File: src/rtl/overlay_pkg.sv
// overlay_pkg: overlay word field positions, FSM states and a saturating counter helper.
package overlay_pkg;
  localparam int OVL_W       = 54;
  localparam int OVL_MASK_HI = 53;
  localparam int OVL_MASK_LO = 50;
  localparam int OVL_FRAME   = 49;
  localparam int OVL_ADDR_HI = 48;
  localparam int OVL_ADDR_LO = 32;
  localparam int OVL_PIX_HI  = 31;
  localparam logic [16:0] CNT_MAX = 17'h1FFFF;
  typedef enum logic [1:0] {ST_IDLE, ST_WRITE, ST_CLOSE} state_t;
  function automatic logic [16:0] sat_inc(input logic [16:0] v);
    return (v == CNT_MAX) ? v : v + 17'd1;
  endfunction
endpackage

File: src/rtl/sync_fifo.sv
// sync_fifo: first-word-fall-through FIFO with registered full/empty derived from a registered count.
module sync_fifo
  import overlay_pkg::*;
#(
  parameter int WIDTH = OVL_W,
  parameter int DEPTH = 4
) (
  input  logic             clock,
  input  logic             reset,
  input  logic             push,
  input  logic [WIDTH-1:0] din,
  input  logic             pop,
  output logic [WIDTH-1:0] head,
  output logic             full,
  output logic             empty
);
  localparam int AW = $clog2(DEPTH);
  logic [WIDTH-1:0] r_mem [DEPTH];
  logic [AW-1:0] r_wptr, r_rptr;
  logic [AW:0] r_count, w_next;
  logic r_full, r_empty, w_push, w_pop;
  assign w_push = push & ~r_full;
  assign w_pop  = pop & ~r_empty;
  assign w_next = r_count + (AW+1)'(w_push) - (AW+1)'(w_pop);
  assign head   = r_mem[r_rptr];
  assign full   = r_full;
  assign empty  = r_empty;
  always_ff @(posedge clock) if (w_push) r_mem[r_wptr] <= din;
  always_ff @(posedge clock) begin
    if (reset) begin
      r_wptr  <= '0;
      r_rptr  <= '0;
      r_count <= '0;
      r_full  <= 1'b0;
      r_empty <= 1'b1;
    end else begin
      r_wptr  <= r_wptr + AW'(w_push);
      r_rptr  <= r_rptr + AW'(w_pop);
      r_count <= w_next;
      r_full  <= w_next == (AW+1)'(DEPTH);
      r_empty <= w_next == '0;
    end
  end
endmodule

File: src/rtl/overlay_fb_writer.sv
// overlay_fb_writer: buffers overlay words and turns them into byte-masked framebuffer writes,
// closing a frame on a frame-bit change or on flush with a frame_done/ack handshake.
module overlay_fb_writer
  import overlay_pkg::*;
#(
  parameter int               DEPTH    = 4,
  parameter int               FB_AW    = 28,
  parameter logic [FB_AW-1:0] FB0_BASE = 28'h0010000,
  parameter logic [FB_AW-1:0] FB1_BASE = 28'h0030000
) (
  input  logic             clock,
  input  logic             reset,
  input  logic [OVL_W-1:0] din,
  input  logic             din_valid,
  output logic             din_ready,
  input  logic             flush,
  output logic             wr_valid,
  input  logic             wr_ready,
  output logic [FB_AW-1:0] wr_addr,
  output logic [31:0]      wr_data,
  output logic [3:0]       wr_mask,
  output logic             frame_done,
  input  logic             frame_done_ack,
  output logic             frame_done_id,
  output logic [16:0]      write_count,
  output logic [16:0]      drop_count
);
  logic [OVL_W-1:0] w_head;
  logic w_full, w_empty, w_push, w_pop, w_frame;
  logic [3:0] w_mask;
  logic [FB_AW-1:0] w_addr;
  state_t r_state;
  logic r_wr_valid, r_done, r_done_id, r_cur_frame, r_next_frame;
  logic [FB_AW-1:0] r_wr_addr;
  logic [31:0] r_wr_data;
  logic [3:0] r_wr_mask;
  logic [16:0] r_wc, r_dc;
  assign din_ready = ~w_full & ~reset;
  assign w_push    = din_valid & din_ready;
  assign w_mask    = w_head[OVL_MASK_HI:OVL_MASK_LO];
  assign w_frame   = w_head[OVL_FRAME];
  assign w_addr    = (w_frame ? FB1_BASE : FB0_BASE) + FB_AW'({w_head[OVL_ADDR_HI:OVL_ADDR_LO], 2'b00});
  assign w_pop     = (r_state == ST_IDLE) & ~w_empty & (w_frame == r_cur_frame);
  sync_fifo #(.WIDTH(OVL_W), .DEPTH(DEPTH)) u_fifo (
    .clock(clock), .reset(reset), .push(w_push), .din(din), .pop(w_pop),
    .head(w_head), .full(w_full), .empty(w_empty)
  );
  always_ff @(posedge clock) begin
    if (reset) begin
      r_state      <= ST_IDLE;
      r_wr_valid   <= 1'b0;
      r_wr_addr    <= '0;
      r_wr_data    <= '0;
      r_wr_mask    <= '0;
      r_done       <= 1'b0;
      r_done_id    <= 1'b0;
      r_cur_frame  <= 1'b1;
      r_next_frame <= 1'b1;
      r_wc         <= '0;
      r_dc         <= '0;
    end else begin
      if (r_done & frame_done_ack) r_done <= 1'b0;
      case (r_state)
        ST_IDLE: begin
          if (!w_empty && w_frame != r_cur_frame) begin
            r_state      <= ST_CLOSE;
            r_next_frame <= w_frame;
          end else if (w_pop && w_mask != 4'd0) begin
            r_wr_valid <= 1'b1;
            r_wr_addr  <= w_addr;
            r_wr_data  <= w_head[OVL_PIX_HI:0];
            r_wr_mask  <= w_mask;
            r_state    <= ST_WRITE;
          end else if (w_pop) begin
            r_dc <= sat_inc(r_dc);
          end else if (w_empty && flush && (r_wc != '0 || r_dc != '0)) begin
            r_state      <= ST_CLOSE;
            r_next_frame <= r_cur_frame;
          end
        end
        ST_WRITE: if (wr_ready) begin
          r_wr_valid <= 1'b0;
          r_wc       <= sat_inc(r_wc);
          r_state    <= ST_IDLE;
        end
        ST_CLOSE: if (!r_done) begin
          // a previous frame still awaiting its ack holds us here
          r_done      <= 1'b1;
          r_done_id   <= r_cur_frame;
          r_wc        <= '0;
          r_dc        <= '0;
          r_cur_frame <= r_next_frame;
          r_state     <= ST_IDLE;
        end
        default: r_state <= ST_IDLE;
      endcase
    end
  end
  assign wr_valid      = r_wr_valid;
  assign wr_addr       = r_wr_addr;
  assign wr_data       = r_wr_data;
  assign wr_mask       = r_wr_mask;
  assign frame_done    = r_done;
  assign frame_done_id = r_done_id;
  assign write_count   = r_wc;
  assign drop_count    = r_dc;
endmodule

File: config.mk
export PLATFORM = sky130hd
export DESIGN_NAME = overlay_fb_writer
export DESIGN_NICKNAME = d
export VERILOG_FILES = /design/src/rtl/overlay_pkg.sv /design/src/rtl/sync_fifo.sv /design/src/rtl/overlay_fb_writer.sv
export SDC_FILE = /design/constraint.sdc
export NUM_CORES = 1
export LEC_CHECK = 0
export ABC_AREA = 1
export ABC_CLOCK_PERIOD_IN_PS = 7200
export BUFFER_PORTS_ARGS = -buffer_cell sky130_fd_sc_hd__buf_2
export CAP_MARGIN = 20
export CELL_PAD_IN_SITES_DETAIL_PLACEMENT = 0
export CELL_PAD_IN_SITES_GLOBAL_PLACEMENT = 1
export CORE_ASPECT_RATIO = 0.7
export CORE_MARGIN = 2
export CORE_UTILIZATION = 45
export CTS_CLUSTER_SIZE = 16
export DETAILED_ROUTE_END_ITERATION = 16
export GPL_TIMING_DRIVEN = 0
export PLACE_DENSITY = 0.8
export SLEW_MARGIN = 40
export SYNTH_ARGS = -nofsm -noshare
export SYNTH_HDL_FRONTEND = slang
export SYNTH_HIERARCHICAL = 1
export SYNTH_SLANG_ARGS = --single-unit
File: constraint.sdc
create_clock -name clock -period 7.2 [get_ports clock]
set_input_delay 0.72 -clock clock [delete_from_list [all_inputs] [get_ports clock]]
set_output_delay 0.72 -clock clock [all_outputs]
set_load 0.01 [all_outputs]
# ---- Yosys cells after proc, flatten, opt, wreduce, memory -nomap -nowiden
# Memories as Yosys holds them, arrays and structs flattened. A register that Yosys moved wholly into a read port is not among the register bits.
# Index checks and enable logic that the tools add are counted.
dict set report classes {
  add_sub_neg 7
  n_eq_ne 19
  mux 31
  bitwise 12
  n_reduce_logical 22
}
# operator n
set ops {}
lappend ops {{17-bit 2-to-1 mux} 7}
lappend ops {{17-bit case mux with 2 select lines} 2}
lappend ops {{17-bit by 1-bit adder with 17-bit output, second input constant} 2}
lappend ops {{17-bit == test, second input constant} 2}
lappend ops {{17-bit nonzero test} 2}
lappend ops {{18-bit by 19-bit adder with 20-bit output} 1}
lappend ops {{18-bit 2-to-1 mux} 1}
lappend ops {{2-bit inequality test, second input constant} 8}
lappend ops {{4-bit AND reduction} 4}
lappend ops {{2-bit 2-to-1 mux} 7}
lappend ops {{1-bit 2-to-1 mux} 12}
lappend ops {{2-bit nonzero test} 4}
lappend ops {{1-bit AND} 7}
lappend ops {{2-bit case mux with 3 select lines} 1}
lappend ops {{6-bit AND reduction} 1}
lappend ops {{1-bit NOT} 5}
lappend ops {{2-bit by 1-bit adder with 2-bit output} 2}
lappend ops {{1-bit logical AND} 4}
lappend ops {{2-bit by 1-bit inequality test with 1-bit output, second input constant} 2}
lappend ops {{4-bit by 1-bit inequality test with 1-bit output, second input constant} 1}
lappend ops {{4-bit inequality test, second input constant} 1}
lappend ops {{4-bit nonzero test} 1}
lappend ops {{3-bit by 1-bit adder with 3-bit output} 1}
lappend ops {{3-bit == test, second input constant} 1}
lappend ops {{other kinds (12)} 12}
dict set report word_totals {
  register_bits 114
  ram_bits 216
  out_inout_bits 102
  elab_cells 108
  mem_count 1
}
# memory words word_bits read_ports rd_ports_with_merged_regs write_ports line
set mem_list {}
lappend mem_list {u_fifo.r_mem 4 54 1 1 1 sync_fifo.sv:18} ;# logic [WIDTH-1:0] r_mem [DEPTH];

# ---- Depth between registers and ports, before layout
# Gate-level depths: netlist (run 1).
dict set report logic_depth {
  word_depth 8
  ltp_mapped 21
  ltp_nobuf 18
}

# ---- Cells and area by module
# Netlist (run 1), hierarchy kept.
# module instances cells_each area_each_um2 seq_area_each_um2
set modules_own_cells {}
lappend modules_own_cells {sync_fifo 1 584 8438.1 6666.4}
lappend modules_own_cells {overlay_fb_writer 1 629 4449.3 1901.8}

# ---- Worst setup path after synthesis (run 1)
# No wires, ideal clock.
dict set report synth_path {
  path_kind {input -> register}
  startpoint {input port reset}
  endpoint {memory u_fifo/r_mem[0][0] (netlist bit) (enable)}
  t_arrival_ns 5.112
  slack_ns 1.556
  path_stages 5
  cell_sequence {clkbuf_1 > nor3b_1 > inv_1 > or2_2 > nor3_1}
}
dict set report synth_between {
  elab_chain_cells 6
}
# item line
set synth_lines {}
lappend synth_lines {{start, declared} overlay_fb_writer.sv:12} ;# input logic reset,
lappend synth_lines {{1-bit NOT} overlay_fb_writer.sv:38} ;# assign din_ready = ~w_full & ~reset;
lappend synth_lines {{1-bit AND} overlay_fb_writer.sv:38}
lappend synth_lines {{1-bit AND} overlay_fb_writer.sv:39} ;# assign w_push = din_valid & din_ready;
lappend synth_lines {{net w_push} overlay_fb_writer.sv:29} ;# logic w_full, w_empty, w_push, w_pop, w_frame;
lappend synth_lines {{1-bit AND} sync_fifo.sv:22} ;# assign w_push = push & ~r_full;
lappend synth_lines {{1-bit 2-to-1 mux} sync_fifo.sv:28} ;# always_ff @(posedge clock) if (w_push) r_mem[r_wptr] <= din;
lappend synth_lines {{1-bit 2-to-1 mux (implied by the code)} sync_fifo.sv:28}
lappend synth_lines {{end, declared} sync_fifo.sv:18}
# The timed path passes the listed nets, and every way through them passes these cells.

==> summary.md, run 1 <==
| Metric | Value |
|---|---|
| Slowest CP cell | `fa_1` |
| Layout cells sized above 1 | `21.8%` |
| Residual DRC count | `0` |
| Pwr/cell area | `306 nW/um^2` |
| Post-synth EDFFs | `216` |
| Worst Setup Path Type | `flip-flop to flip-flop` |
| Worst slew margin | `55.7%` |
| H-tree levels | `1` |
| Top cell type by total area after synthesis | `edfxtp_1` |
| Register area | `8570 sq um` |
| Non-Filler Instances | `1,842` |
| Post-layout util | `54.8%` |
| Final GP Congestion | `0.862` |
| CTS sink count | `320` |
| Hold path endpoint | `u_fifo/r_mem[0][53]` |
| Area of the core | `28,000 sq um` |
| Clock Tree Buf Depth | `3` |
| WL final | `32,100 um` |
| Ys async rst share | `0%` |
| Seq/Total Area, Yosys | `66.5%` |
| Post-synth top area share | `50.3%` |
| Post-Syn Instances | `1,213` |
| Worst-path cell chain | `inv_1 -> clkbuf_1 -> o21ai_0 -> o22ai_1 -> xnor2_1 -> nand2_1 -> inv_2 -> inv_1 -> nor2_1 -> ha_1 -> inv_1 -> ha_1 -> inv_1 -> fa_1 -> inv_1 -> nor2_1 -> nand3_1 -> nand2_1` |
| Hold Path Depth | `1` |
| Final setup vio count | `0` |
| CTS Buf Count | `30` |
| IO buf count | `150` |
| CP Max Fanout | `10` |
| Minimum hold slack | `0.374 ns` |
| FMAX | `260 MHz` |
| Routed len/inst | `17.4 um` |
| Ys Warns | `6` |
| R2R Path Start | `u_fifo/r_rptr[1]` |
| Req. time, crit path | `7.71 ns` |
| Grt ovf | `0` |
| Syn Std Cell Area | `12,900 sq um` |
| Max VDD drop | `172 uV` |
| Class of the worst hold path | `input port to flip-flop` |
| CP max stage delay | `0.51 ns` |
| Filler instances | `2,486` |
| Total power | `4.70 mW` |
| Final instance area | `15,400 sq um` |
| Reg2reg end | `u_fifo/empty` |
| Nets | `1,517` |
| Hold_buf cts | `0` |
| Worst reg-to-reg path cell count | `18` |
| Via count | `9,472` |
| Synth cell types | `40` |
| Final Max Tran Viols | `0` |
| Root Driver | `clkbuf_16` |
| Setup Skew | `0.0232 ns` |
| DPL Wire Length | `22,800 um` |
| Min-delay src | `din[53]` |
| Setup bufs post-CTS | `0` |
| Top-count cell post-synth | `nor2_1` |
| Setup TNS | `0 ns` |
| Status | `completed` |
| Global-route wire length before repair | `49,800 um` |
| Drt first pass iters | `5` |
| Die Footprint | `30,000 sq um` |
| Flop-to-flop setup slack | `3.36 ns` |
| Vias per cell | `5.14` |
| Critical path buffers and inverters | `7` |
| Vias in the first global route | `8,941` |
| Worst-Skew Late Latency | `0.56 ns` |
| Die Y | `146 um` |
| Die X | `206 um` |
| Total placed cells including tap cells | `1,783` |
| Boundary Pins | `162` |
| Area after DPL | `14,400 sq um` |
| Clk slew on worst S/H paths | `0.07 ns` |
| CP arrival | `4.35 ns` |
| Leakage power | `6.15 nW` |
| Final WS setup | `3.36 ns` |
| Period minus WS final | `3.84 ns` |
| Max-cap violation count | `0` |
| DRT iter0 DRCs | `897` |
| CTS resizes | `0` |
| CTS tree | `built` |
| CP endpoint kind | `flip-flop` |
| Dominant cells by area after synthesis | `edfxtp_1 (50%), dfxtp_1 (16%), nor2_1 (7.5%)` |
| RSZ-0062 raised after global routing | `no` |
| DRT antenna net count | `0` |
| Largest delay contributor family on the critical path | `buffers and inverters` |
| Period utilization | `53.3%` |
| Main flop type after synthesis | `edfxtp_1` |
| Area of the multi-input gates | `3670 sq um` |
| Worst-Margin Slew | `0.665 ns` |
| Total global-route track usage | `21.4%` |
| Initial antenna violation count | `2` |
| CP Launch Type | `flip-flop` |
| Avg Cell Area, Syn | `10.6 sq um` |
| #FFs+latches synth | `320` |
| Initial Util | `46.0%` |
| Most frequent cells after synthesis | `nor2_1 (257), edfxtp_1 (216), o21ai_0 (169), nand2_1 (116), dfxtp_1 (104)` |
| FP Rows | `51` |
| Pre-CTS setup slack | `3.39 ns` |
| Largest net degree at the start of global routing | `16` |
| Final hold vios | `0` |
| Layout area overhead | `19.2%` |
| CP most frequent cell | `inv_1` |
## sequential cells by signal, summed over array words and instances, names as in the netlist, 3 cells and up
name,cells
wr_addr,18
wr_data,32
drop_count,17
u_fifo/r_count,3
write_count,17
u_fifo/r_mem,216
wr_mask,4
## how the worst max path moves through the flow
stage,from,endpoint,slack (ns),depth (start not counted)
after global routing,u_fifo/r_rptr[1],u_fifo/empty,2.96,18
after floorplan,reset,u_fifo/r_mem[0][0],1.56,5
after global placement,reset,u_fifo/r_mem[3][17],-1.56,5
after CTS,u_fifo/r_rptr[1],u_fifo/empty,3.36,18
final,u_fifo/r_rptr[1],u_fifo/empty,3.36,18
after detailed placement,u_fifo/r_rptr[1],u_fifo/empty,3.39,18
## placed cells by master (no fill, tap or decap), types with 4 or more instances in the layout
master / netlist / final
nor2_4: 5 / 5
buf_6: 8 / 10
clkbuf_16: 0 / 31
edfxtp_1: 216 / 216
nor3_1: 10 / 6
a21oi_1: 39 / 39
nand2_1: 116 / 116
nand2_2: 6 / 6
nand4_1: 15 / 15
o21ai_0: 169 / 169
buf_2: 22 / 191
inv_2: 4 / 4
clkinvlp_4: 0 / 6
conb_1: 1 / 10
dfxtp_1: 104 / 104
clkinv_2: 0 / 5
o22ai_1: 54 / 54
nor2_1: 257 / 257
clkinv_1: 0 / 5
nand3_1: 26 / 26
clkbuf_2: 8 / 8
buf_4: 12 / 31
inv_1: 77 / 77
clkbuf_1: 16 / 21
o21ai_1: 4 / 4
nor3_2: 2 / 6
ha_1: 11 / 11
## layout make-up
type / instances / area share [%]
multi-input combinational: 753 / 23.9
tap: 371 / 3.02
timing repair buffer: 190 / 6.58
sequential: 320 / 55.8
clock inverter: 17 / 0.635
clock buffer: 39 / 5.44
antenna: 3 / 0.0489
buffer: 67 / 2.57
inverter: 82 / 2.04
## where the power goes
group	internal, mW	switching (mW)
logic	0.318	0.632
registers	2.17	0.0874
clock network	0.819	0.680
## cells by family after synthesis
logic type | count (synthesis) | synth area share (%)
AOI/OAI and AO/OA | 272 | 11.3
xor gates and xnor gates | 5 | 0.340
adders and majority gates | 13 | 1.38
buffers and inverters | 149 | 5.49
DFF | 320 | 66.5
other | 1 | 0.0291
and+or+nand+nor | 453 | 15.0
## routing by layer
layer,up-vias,GRT usage (%),routed length (um)
met2,283,32.1,14100
met1,4502,32.5,15500
met3,39,3.83,1970
met4,0,4.43,561
met5,-,0,0
li1,4648,-,-
Power figures use the tool's default switching activity.
==> run 2, diff against run 1 <==
- ABC_CLOCK_PERIOD_IN_PS: 7200 -> 3970
- clock period: 7.2 -> 3.97 ns (I/O delays scaled with it)
==> run 2 against run 1 <==
Combinational power increased by 81%. Flip-flop and latch count did not move. Largest power group unchanged. Via count down 0.52%. Sequential power is 81% higher. Sequential share of layout area is essentially flat. Critical endpoint unchanged. Cell count is the same. Total power increased by 81%. Register-to-register slack worse by 3.0 ns. Setup slack lost 3.0 ns. Count of clock-buffer cells in the layout unchanged. Global-route usage unchanged. Cell area hardly changed. Critical path type unchanged.
==> summary.md, run 2 (synthesis gave the netlist of run 1 again) <==
| Metric | Value |
|---|---|
| Residual DRC count | `0` |
| Non-Filler Instances | `1,842` |
| Pwr/cell area | `555 nW/um^2` |
| Area of the core | `28,000 sq um` |
| Total power | `8.53 mW` |
| Hold Path Depth | `1` |
| Worst Setup Path Type | `flip-flop to flip-flop` |
| Die Y | `146 um` |
| Reg2reg end | `u_fifo/empty` |
| DRT antenna net count | `0` |
| Largest net degree at the start of global routing | `16` |
| Total placed cells including tap cells | `1,783` |
| Nets | `1,517` |
| DPL Wire Length | `22,800 um` |
| Worst reg-to-reg path cell count | `18` |
| Area of the multi-input gates | `3670 sq um` |
| Setup Skew | `0.0214 ns` |
| Vias per cell | `5.12` |
| CP Max Fanout | `10` |
| CP endpoint kind | `flip-flop` |
| Period minus WS final | `3.57 ns` |
| IO buf count | `150` |
| FP Rows | `51` |
| Commonest cells after routing, fill and taps aside | `nor2_1 (257), edfxtp_1 (216), buf_2 (191), o21ai_0 (169), nand2_1 (116)` |
| Vias in the first global route | `8,941` |
| Req. time, crit path | `4.48 ns` |
| Die Footprint | `30,000 sq um` |
| Layout area overhead | `19.2%` |
| Initial antenna violation count | `2` |
| Min-delay src | `din[53]` |
| CTS Buf Count | `30` |
| Die X | `206 um` |
| Worst-Skew Late Latency | `0.56 ns` |
| Max-cap violation count | `0` |
| Total global-route track usage | `21.4%` |
| CP Launch Type | `flip-flop` |
| Max VDD drop | `313 uV` |
| Final GP Congestion | `0.862` |
| Status | `completed` |
| Hold path endpoint | `u_fifo/r_mem[3][53]` |
| CTS tree | `built` |
| CP arrival | `4.08 ns` |
| Boundary Pins | `162` |
| Initial Util | `46.0%` |
| Worst slew margin | `56.5%` |
| Final hold vios | `0` |
| Final Max Tran Viols | `0` |
| Worst-Margin Slew | `0.653 ns` |
| DRT iter0 DRCs | `918` |
| FMAX | `280 MHz` |
| WL final | `32,100 um` |
| RSZ-0062 raised after global routing | `no` |
| Routed len/inst | `17.4 um` |
| Top reg by flops | `u_fifo/r_mem` |
| Final setup vio count | `0` |
| Clk slew on worst S/H paths | `0.07 ns` |
| Register area | `8570 sq um` |
| Drt first pass iters | `5` |
| Grt ovf | `0` |
| Period utilization | `90.0%` |
| H-tree levels | `1` |
| Filler instances | `2,485` |
| Global-route wire length before repair | `49,800 um` |
| CTS sink count | `320` |
| Root Driver | `clkbuf_16` |
| Commonest non-fill, non-tap cell in the layout | `nor2_1` |
| Layout cells sized above 1 | `21.9%` |
| Via count | `9,423` |
| Flop-to-flop setup slack | `0.40 ns` |
| R2R Path Start | `u_fifo/r_rptr[1]` |
| Class of the worst hold path | `input port to flip-flop` |
| Leakage power | `6.16 nW` |
| Max reg flops | `216` |
| Clock Tree Buf Depth | `3` |
==> run 2: cell count changes in the layout (fill, tap and decap cells not counted) <==
cell / before / now
clkbuf_1: 21 / 20
o22ai_2: 0 / 1
o22ai_1: 54 / 53
clkbuf_2: 8 / 9
==> run 2: worst max path at each step <==
stage	end	cells past startpoint	from
global route	u_fifo/empty	18	u_fifo/r_rptr[1]
finish	u_fifo/empty	18	u_fifo/r_rptr[1]
global placement	u_fifo/r_mem[3][17]	5	reset
detailed placement	u_fifo/empty	18	u_fifo/r_rptr[1]
floorplan	u_fifo/r_mem[0][0]	5	reset
CTS	u_fifo/empty	18	u_fifo/r_rptr[1]
==> run 2: critical path: stages (launching register included) <==
cell,delay [ns]
dfxtp_1,0.31
inv_1,0.28
clkbuf_2,0.32
o21ai_0,0.15
o22ai_2,0.21
xnor2_1,0.18
nand2_1,0.15
inv_2,0.15
inv_1,0.05
nor2_1,0.26
ha_1,0.30
inv_1,0.06
ha_1,0.14
inv_1,0.04
fa_1,0.51
inv_1,0.05
nor2_1,0.14
nand3_1,0.13
nand2_1,0.08
==> run 2: routing by layer <==
layer / track usage [%] / part of all wire, % / vias up
li1: - / - / 4650
met1: 32.5 / 48 / 4449
met4: 4.43 / 1.7 / 0
met3: 3.83 / 6.3 / 39
met2: 32.1 / 44 / 285
met5: 0 / 0 / -
==> run 2: power breakdown <==
part | switching [mW] | internal, mW | leakage [nW]
registers | 0.158 | 3.93 | 2.81
clock network | 1.23 | 1.49 | 0.442
logic | 1.15 | 0.577 | 2.91
==> run 2: area by class of cell <==
cell class / count / share of cell area (%)
antenna: 3 / 0.0489
buffer: 67 / 2.57
clock buffer: 39 / 5.44
clock inverter: 17 / 0.635
inverter: 82 / 2.04
multi-input combinational: 753 / 23.9
sequential: 320 / 55.8
tap: 371 / 3.02
timing repair buffer: 190 / 6.58
==> run 2: through the flow <==
stage	area, sq um	hold slack (ns)	worst slack, ns	util (%)	TNS (ns)
after detailed placement	14400	0.451	0.159	51.5	0
after floorplan	12900	0.429	-1.35	-	-291.87
after CTS	15300	0.0321	0.128	54.8	0
final	15400	0.0497	0.398	54.8	0
after global routing	15400	0.0403	0.0341	54.8	0
after global placement	14100	0.451	-4.47	50.5	-928.11
==> run 2: timing repair <==
action	CTS	global route
setup endpoints to repair	0	3
hold buffers	0	0
gates resized for setup	0	3
buffers inserted	0	0
==> run 3, diff against run 2 <==
- ABC_AREA: 1 -> default
- CORE_UTILIZATION: 45 -> 48
- PLACE_DENSITY: 0.8 -> 0.79
==> run 3 against run 2 <==
Via count is 23% lower. Core utilization is 3.4 points higher. Routed wire length is 19% lower. Count of clock-buffer cells in the layout is 11 higher. Cell count is 25% lower. Combinational power is 18% lower. Non-clock buffer count is 43 lower. First-iteration DRC count is 42% lower. Global-route usage is 2.1 points lower. Critical path type unchanged.
==> summary.md, run 3 <==
| Metric | Value |
|---|---|
| Status | `completed` |
| Die X | `197 um` |
| Largest family of logic cells by synthesized area | `multiplexers` |
| Xor/xnor cell area share of the yosys netlist | `2.14%` |
| Initial antenna violation count | `7` |
| Final setup vio count | `0` |
| WL final | `26,200 um` |
| Hold_buf cts | `0` |
| IO buf count | `151` |
| Worst slew margin | `52.1%` |
| Setup bufs post-CTS | `0` |
| Final GP Congestion | `0.814` |
| Max reg flops | `216` |
| Setup Skew | `0.0129 ns` |
| Adder and majority gate portion of the synthesized area | `1.42%` |
| Leakage power | `5.32 nW` |
| Layout cells sized above 1 | `31.4%` |
| FMAX | `272 MHz` |
| Final Max Tran Viols | `0` |
| Die Footprint | `27,300 sq um` |
| Post-synthesis simple-gate area fraction | `9.40%` |
| Boundary Pins | `162` |
| Top cell type by total area after synthesis | `edfxtp_1` |
| Commonest non-fill, non-tap cell in the layout | `edfxtp_1` |
| Worst Setup Path Type | `flip-flop to flip-flop` |
| Max VDD drop | `412 uV` |
| Pwr/cell area | `562 nW/um^2` |
| Ys async rst share | `0%` |
| Grt ovf | `0` |
| H-tree levels | `1` |
| Via count | `7,272` |
| DRT iter0 DRCs | `535` |
| Non-Filler Instances | `1,378` |
| #FFs+latches synth | `320` |
| Drt first pass iters | `5` |
| Routed len/inst | `19.0 um` |
| Minimum hold slack | `0.0635 ns` |
| CP arrival | `4.11 ns` |
| GRT Max-Usage Layer | `met1` |
| Seq/Total Area, Yosys | `68.6%` |
| CP endpoint kind | `flip-flop` |
| CP Launch Type | `flip-flop` |
| Top-count cell post-synth | `edfxtp_1` |
| Post-Syn Instances | `817` |
| Vias per cell | `5.28` |
| Post-synth EDFFs | `216` |
| RSZ-0062 raised after global routing | `no` |
| Max-cap violation count | `0` |
| Filler instances | `2,044` |
| Post-layout util | `58.2%` |
| Class of the worst hold path | `input port to flip-flop` |
| Ys Warns | `6` |
| Die Y | `139 um` |
| Global-route wire length before repair | `40,400 um` |
| Worst-Skew Late Latency | `0.55 ns` |
| M3 GR Usage | `4.21%` |
| Layout area overhead | `19.5%` |
| Root Driver | `clkbuf_16` |
| Final hold vios | `0` |
| CTS tree | `built` |
| Worst-Margin Slew | `0.719 ns` |
| Total placed cells including tap cells | `1,317` |
| Synth cell types | `58` |
| Largest net degree at the start of global routing | `36` |
| FP Rows | `49` |
| Avg Cell Area, Syn | `15.3 sq um` |
| Post-synth top area share | `52.0%` |
| Top reg by flops | `u_fifo/r_mem` |
| Initial Util | `48.7%` |
| Most frequent cells after synthesis | `edfxtp_1 (216), nand2_1 (107), dfxtp_1 (104), a21oi_1 (59), mux4_2 (50)` |
| Mux cell area share after synthesis | `10.0%` |
| Syn Std Cell Area | `12,500 sq um` |
| Dominant cells by area after synthesis | `edfxtp_1 (52%), dfxtp_1 (17%), mux4_2 (9.0%)` |
| Vias in the first global route | `6,990` |
| Clk slew on worst S/H paths | `0.06 ns` |
| Nets | `1,091` |
| Commonest cells after routing, fill and taps aside | `edfxtp_1 (216), buf_2 (165), nand2_1 (107), dfxtp_1 (104), a21oi_1 (59)` |
| Final WS setup | `0.296 ns` |
| DPL Wire Length | `17,700 um` |
| Req. time, crit path | `4.41 ns` |
| CTS Buf Count | `30` |
| Period utilization | `92.5%` |
| Pre-CTS setup slack | `0.227 ns` |
| CP Max Fanout | `10` |
| DRT antenna net count | `0` |
| Met1 usage | `29.5%` |
| Residual DRC count | `0` |
| Clock Tree Buf Depth | `3` |
| Main flop type after synthesis | `edfxtp_1` |
| Area of the core | `25,600 sq um` |
| Met2 Usage GRT | `28.2%` |
| Compound-gate portion of the synthesized area | `4.45%` |
| CTS sink count | `320` |
| Period minus WS final | `3.67 ns` |
| Total global-route track usage | `19.2%` |
run 3: changes by cell type after synthesis, sizes merged, moves of 7 or more:
cell	delta
xnor2	+21
inv	-65
nand2	-17
a21oi	+20
nand4	-9
mux4	+54
nor2	-215
or3	+7
o21ai	-162
nor4	+18
clkbuf	-14
nand3	-20
o22ai	-54
run 3: kinds of logic after synthesis:
family | count (synthesis)
AO/OA/AOI/OAI | 92
XOR/XNOR | 29
adder cells (fa/ha/maj) | 13
buffers and inverters | 71
flip-flops | 320
multiplexers | 56
other | 1
AND/OR/NAND/NOR | 235
run 3: final cells by class:
type                            instances  area, sq um  share of cell area, %
Tap cell                              331          414                   2.78
Sequential cell                       320         8570                   57.4
Multi-Input combinational cell        435         3490                   23.4
Inverter                               17         63.8                  0.428
Timing Repair Buffer                  160          892                   5.98
Clock inverter                          6         61.3                  0.411
Antenna cell                            5         12.5                 0.0839
Clock buffer                           50          991                   6.64
Buffer                                 54          422                   2.83
run 3: final timing paths:
path	startpoint	end	slack (ns)	cells after the start
max	u_fifo/r_rptr[1]	u_fifo/empty	0.30	14
min reg2reg	wr_data[6]	wr_data[6]	0.45	2
min	din[53]	u_fifo/r_mem[3][53]	0.06	1
max reg2reg	u_fifo/r_rptr[1]	u_fifo/empty	0.30	14
run 3: timing repair:
item / CTS / global route
endpoints found under the hold margin: 0 / 0
endpoints found under the setup margin: 0 / 2
resized for setup: 0 / 1
run 3: worst max-delay path: stages (launching register included):
cell	delay (ns)
dfxtp_1	0.30
buf_2	0.28
buf_2	0.36
mux4_2	0.42
xnor2_2	0.28
and2_1	0.17
buf_4	0.15
nor2b_1	0.23
ha_1	0.27
inv_1	0.06
ha_1	0.13
inv_1	0.05
fa_1	0.36
xnor3_1	0.23
a31o_2	0.27
run 3: power by group:
| part | internal, mW | total [mW] | switching [mW] |
|---|---|---|---|
| Sequential | 3.87 | 4.01 | 0.133 |
| Clock | 1.76 | 2.96 | 1.20 |
| Combinational | 0.610 | 1.41 | 0.803 |
| Total | 6.25 | 8.38 | 2.13 |
run 3: layer usage:
layer | routed length, um | vias to the layer above | part of all wire, %
met5 | 41 | - | 0.16
met4 | 410 | 6 | 1.6
met3 | 1940 | 36 | 7.4
met2 | 11400 | 215 | 44
met1 | 12300 | 3571 | 47
li1 | - | 3444 | -
run 3: per-stage QoR:
step,TNS (ns),area (sq um),power [mW]
floorplan,0,12500,4.99
global placement,-80.24,13700,5.44
detailed placement,0,13800,5.50
CTS,0,14900,8.46
global route,0,14900,8.76
finish,0,14900,8.38
